**src/rtl/cam_ternary.sv**
```systemverilog
// Ternary CAM: per-entry data/mask/valid storage, 1-cycle registered search,
// and a small IDLE/WRITE/FLUSH controller for single-entry updates and bulk flush.
module cam_ternary #(
  parameter int unsigned DATA_WIDTH = 4,
  parameter int unsigned ADDR_WIDTH = 2
) (
  input  logic                  clk,
  input  logic                  rst,
  input  logic                  write_enable,
  input  logic                  delete_enable,
  input  logic                  flush,
  input  logic [ADDR_WIDTH-1:0] write_addr,
  input  logic [DATA_WIDTH-1:0] cmp_din,
  input  logic [DATA_WIDTH-1:0] write_mask,
  input  logic                  search_valid,
  input  logic [DATA_WIDTH-1:0] din,
  output logic                  busy,
  output logic                  match_valid,
  output logic                  match,
  output logic [ADDR_WIDTH-1:0] match_addr,
  output logic                  multi_match,
  output logic [ADDR_WIDTH:0]   match_count
);

  localparam int unsigned DEPTH = 2 ** ADDR_WIDTH;
  localparam int unsigned CW    = ADDR_WIDTH + 1;

  typedef enum logic [1:0] {IDLE, WRITE, FLUSH} state_t;

  state_t state_q, state_d;

  logic [DEPTH-1:0][DATA_WIDTH-1:0] data_q;
  logic [DEPTH-1:0][DATA_WIDTH-1:0] mask_q;
  logic [DEPTH-1:0]                 valid_q;

  logic [ADDR_WIDTH-1:0] op_addr_q;
  logic [DATA_WIDTH-1:0] op_data_q;
  logic [DATA_WIDTH-1:0] op_mask_q;
  logic                  op_write_q;
  logic [ADDR_WIDTH-1:0] flush_cnt_q;

  logic                  accept_op_c;
  logic [DEPTH-1:0]      hit_c;
  logic [ADDR_WIDTH-1:0] addr_c;
  logic [CW-1:0]         count_c;

  // Next-state logic; flush wins over write, write over delete
  always_comb begin
    state_d     = state_q;
    accept_op_c = 1'b0;
    case (state_q)
      IDLE: begin
        if (flush) begin
          state_d = FLUSH;
        end else if (write_enable || delete_enable) begin
          state_d     = WRITE;
          accept_op_c = 1'b1;
        end
      end
      WRITE: state_d = IDLE;
      FLUSH: begin
        if (flush_cnt_q == ADDR_WIDTH'(DEPTH - 1)) state_d = IDLE;
      end
      default: state_d = IDLE;
    endcase
  end

  always_ff @(posedge clk or posedge rst) begin
    if (rst) begin
      state_q     <= IDLE;
      busy        <= 1'b0;
      op_addr_q   <= '0;
      op_data_q   <= '0;
      op_mask_q   <= '0;
      op_write_q  <= 1'b0;
      flush_cnt_q <= '0;
      valid_q     <= '0;
    end else begin
      state_q <= state_d;
      busy    <= (state_d != IDLE);
      if (accept_op_c) begin
        op_addr_q  <= write_addr;
        op_data_q  <= cmp_din;
        op_mask_q  <= write_mask;
        op_write_q <= write_enable;
      end
      if (state_q == WRITE) valid_q[op_addr_q] <= op_write_q;
      // Counter wraps back to zero on the last flush cycle
      if (state_q == FLUSH) begin
        valid_q[flush_cnt_q] <= 1'b0;
        flush_cnt_q          <= flush_cnt_q + ADDR_WIDTH'(1);
      end
    end
  end

  // Payload storage needs no reset: invalid entries never match
  always_ff @(posedge clk) begin
    if (state_q == WRITE && op_write_q) begin
      data_q[op_addr_q] <= op_data_q;
      mask_q[op_addr_q] <= op_mask_q;
    end
  end

  // Match vector, lowest-index encoder and population count
  always_comb begin
    hit_c   = '0;
    addr_c  = '0;
    count_c = '0;
    for (int i = 0; i < int'(DEPTH); i++) begin
      hit_c[i] = valid_q[i] && (((din ^ data_q[i]) & mask_q[i]) == '0);
      count_c  = count_c + CW'(hit_c[i]);
    end
    for (int i = int'(DEPTH) - 1; i >= 0; i--) begin
      if (hit_c[i]) addr_c = ADDR_WIDTH'(i);
    end
  end

  always_ff @(posedge clk or posedge rst) begin
    if (rst) begin
      match_valid <= 1'b0;
      match       <= 1'b0;
      match_addr  <= '0;
      multi_match <= 1'b0;
      match_count <= '0;
    end else begin
      match_valid <= search_valid;
      if (search_valid) begin
        match       <= |hit_c;
        match_addr  <= addr_c;
        multi_match <= (count_c >= CW'(2));
        match_count <= count_c;
      end
    end
  end

endmodule

```
**config.mk**
```make
export PLATFORM = sky130hd
export DESIGN_NAME = cam_ternary
export DESIGN_NICKNAME = d
export VERILOG_FILES = /design/src/rtl/cam_ternary.sv
export SDC_FILE = /design/constraint.sdc
export NUM_CORES = 1
export LEC_CHECK = 0
export BUFFER_PORTS_ARGS = -buffer_cell sky130_fd_sc_hd__buf_2
export CAP_MARGIN = 20
export CORE_AREA = 2 2 69 71
export DETAILED_ROUTE_END_ITERATION = 10
export DIE_AREA = 0 0 71 73
export PLACE_DENSITY = 0.77
export SLEW_MARGIN = 20
export SYNTH_ARGS = -nofsm -noshare
export SYNTH_HDL_FRONTEND = slang
export SYNTH_SLANG_ARGS = --single-unit
```
**constraint.sdc**
```tcl
create_clock -name clk -period 2.89 [get_ports clk]
set_input_delay 0.578 -clock clk [delete_from_list [all_inputs] [get_ports clk]]
set_output_delay 0.578 -clock clk [all_outputs]
set_load 0.01 [all_outputs]
```
==> flow_metrics.env <==
export IMPL_yosys_area_top_type="edfxtp_1"
export IMPL_avgViaCountPerCell=5.305
export IMPL_p_per_area_nw_per_um2=860.2
export IMPL_drt_wl_total_um=4281
export IMPL_die_area_sq_um=5183
export IMPL_clock_skew_final_ps=5.209
export IMPL_syn_avg_cell_area_sq_um=15.00
export IMPL_syn_to_final_growth_pct=17.60
export IMPL_cts_root_buffer="clkbuf_8"
export IMPL_critPathCapture="match_count[1]$_DFFE_PP0P_"
export IMPL_clockBufferDepth=2
export IMPL_grtUsageTotal=0.1883
export IMPL_rows=25
export IMPL_ioPinCount=29
export IMPL_multi_input_area_sq_um=738.2
export IMPL_placed_cell_area_sq_um=2675
export IMPL_leakage_nw=1.247
export IMPL_end_kind="flop"
export IMPL_crit_start="din[0]"
export IMPL_grt_remaining_overflow=0
export IMPL_regArea_sq_um=1662
export IMPL_pre_cts_ws_ps=67.13
export IMPL_insertedDiodeCount=0
export IMPL_synthTopCellsByCount="32 x edfxtp_1, 28 x dfrtp_1, 16 x xor2_1, 12 x inv_1, 11 x nand2_1"
export IMPL_hold_viol_final=0
export IMPL_via_count=1390
export IMPL_syn_area_sq_um=2460
export IMPL_hold_buffers=0
export IMPL_worst_r2r_endpoint="match_count[1]$_DFFE_PP0P_"
export IMPL_postSynthNetCount=193
export IMPL_rsz0062_at_grt="no"
export IMPL_clk_pin_slew_ps=60
export IMPL_synthArstFlopShare=0.4667
export IMPL_relSlewSlack=0.4405
export IMPL_hpwl_um=3155
export IMPL_ys_warn_count=0
export IMPL_p_int_mw=1.833
export IMPL_p_comb_frac=0.160
export IMPL_cp_arrival_ps=2700
export IMPL_synth_edf_count=32
export IMPL_synth_top_flop_cell="edfxtp_1"
export IMPL_fin_crit_sh=0.8617
export IMPL_finalWeightedCongestion=0.7757
export IMPL_cts_tree="yes"
export IMPL_final_area_sq_um=2893
export IMPL_clock_latency_ps=320
export IMPL_clkPwrFrac=0.327
export IMPL_layout_drive_gt1_share=0.2837
export IMPL_total_power_mw=2.488
export IMPL_grt_start_max_net_pins=29
export IMPL_timing_final_ws_setup_ps=399.7
export IMPL_drv_cap=0
export IMPL_die_w_um=71
export IMPL_synth_seq_cells=60
export IMPL_path_class="in -> reg"
export IMPL_start_kind="primary input"
export IMPL_numCtsBuffers=9
export IMPL_yosysMostFrequentCell="edfxtp_1"
export IMPL_first_pass_iters=5
export IMPL_final_util=0.6378
export IMPL_n_fill_cell=342
export IMPL_worst_slew_pin_slew_ps=833.0
export IMPL_status="finished, final reports clean"
export IMPL_first_global_vias=1499
export IMPL_setup_tns_ps=0
export IMPL_yosysSeqAreaShare=0.6755
export IMPL_r2r_start="data_q[4]$_DFFE_PP_"
export IMPL_grt_pass1_wl_um=6955
export IMPL_synth_top_area_share=0.3906
export IMPL_synth_area_top_cells="edfxtp_1 39%, dfrtp_1 28%, xor2_1 5.7%, mux2_2 4.1%, ha_1 4.1%"
export IMPL_min_period_ps=2490
export IMPL_ant_nets=0
export IMPL_io_buffers=28
export IMPL_ys_types=34
export IMPL_r2r_slack_ps=420
export IMPL_netlist_instances=164
export IMPL_p_sw_frac=0.2632
export IMPL_post_cts_setup_buffers=0
export IMPL_worst_r2r_cell_count=9
export IMPL_die_y_um=73
export IMPL_final_max_slew_viol_count=0
export IMPL_numClockSinks=60
export IMPL_finalSetupViolations=0
export IMPL_switchingPower_mw=0.6551
export IMPL_fmax_mhz=401.6
export IMPL_path_max_fanout=4
export IMPL_ir_drop_v=0.0005190
export IMPL_drcViolationCount=0
export IMPL_drtIter0Drc=51
export IMPL_pwr_share_seq=0.513
export IMPL_cts_resized=0
export IMPL_start_util=0.5423
export IMPL_htree_levels=3
export IMPL_hold_path_class="in -> async"
export IMPL_core_area_sq_um=4536
export IMPL_wl_per_cell_um=16.34
export IMPL_antenna_found_initial=0
export IMPL_required_ps=3100
export IMPL_nets=232
[how the worst min path moves through the flow]
stage | end | slack (ps)
6_report | match_count[0]$_DFFE_PP0P_ | 310
5_1_grt | match_count[0]$_DFFE_PP0P_ | 350
4_1_cts | match_count[0]$_DFFE_PP0P_ | 310
3_5_place_dp | match_count[0]$_DFFE_PP0P_ | 490
3_3_place_gp | match_count[2]$_DFFE_PP0P_ | 490
2_1_floorplan | data_q[0]$_DFFE_PP_ | 470
[area by class of cell]
cell class / instances / area share
multi-input combinational: 89 / 0.2552
timing repair buffer: 31 / 0.05623
clock buffer: 12 / 0.05017
sequential: 60 / 0.5744
clock inverter: 4 / 0.02509
inverter: 12 / 0.01557
tap: 54 / 0.02336
[cell families (layout without fill, tap and decap cells)]
| group | Yosys count | after routing | synth area share |
|---|---|---|---|
| adder cells (fa/ha/maj) | 9 | 9 | 0.04883 |
| multiplexers | 15 | 15 | 0.06765 |
| XOR/XNOR | 17 | 17 | 0.06053 |
| flip-flops | 60 | 60 | 0.6755 |
| AND/OR/NAND/NOR | 29 | 29 | 0.06562 |
| AO/OA/AOI/OAI | 19 | 19 | 0.05748 |
| buffers and inverters | 15 | 59 | 0.02442 |
[power groups by stage]
stage	sequential (mW)	clock [mW]	combinational, mW
after floorplan	1.25	0	0.288
after global placement	1.27	0	0.375
after detailed placement	1.30	0	0.402
after CTS	1.28	0.831	0.407
after global routing	1.30	0.873	0.451
final	1.28	0.814	0.398
[worst max-delay path, stage by stage]
cell and delay, ps:
buf_2 140, xor2_1 160, a222oi_1 430, nand3_2 150, inv_1 100, fa_1 390
ha_1 220, inv_1 60, ha_1 210, mux2_2 260
[per-layer routing]
metal,GRT usage,up-vias,wire (um)
met5,0,-,0
li1,-,657,-
met1,0.2108,675,1719
met3,0.06077,13,197
met2,0.3219,45,2238
met4,0.1006,0,125
[registers in the layout, indices dropped and copies added, names as in the netlist, 3 cells and up]
name,flops
op_data_q,4
op_mask_q,4
valid_q,4
mask_q,16
data_q,16
match_count,3
[through the flow]
step,instances,hold WS (ps)
after floorplan,164,469.3
after global placement,246,486.1
after detailed placement,246,494.8
after CTS,262,310.6
after global routing,262,350.1
final,262,306.5
[cell usage in the layout (no fill, tap or decap), types with 2 or more instances in the layout]
| cell type | count |
|---|---|
| xor2_1 | 16 |
| a2bb2oi_1 | 2 |
| mux2_1 | 4 |
| nor2_1 | 6 |
| bufinv_16 | 2 |
| mux2i_1 | 2 |
| buf_4 | 3 |
| clkbuf_1 | 2 |
| o21ai_0 | 4 |
| edfxtp_1 | 32 |
| a21oi_1 | 2 |
| nor2b_1 | 4 |
| dfrtp_1 | 28 |
| clkbuf_8 | 10 |
| nand2_1 | 11 |
| a222oi_1 | 3 |
| mux2_2 | 9 |
| buf_2 | 28 |
| inv_1 | 12 |
| o21a_1 | 2 |
| ha_1 | 8 |
Note: power is estimated with default switching activity, not from simulation.
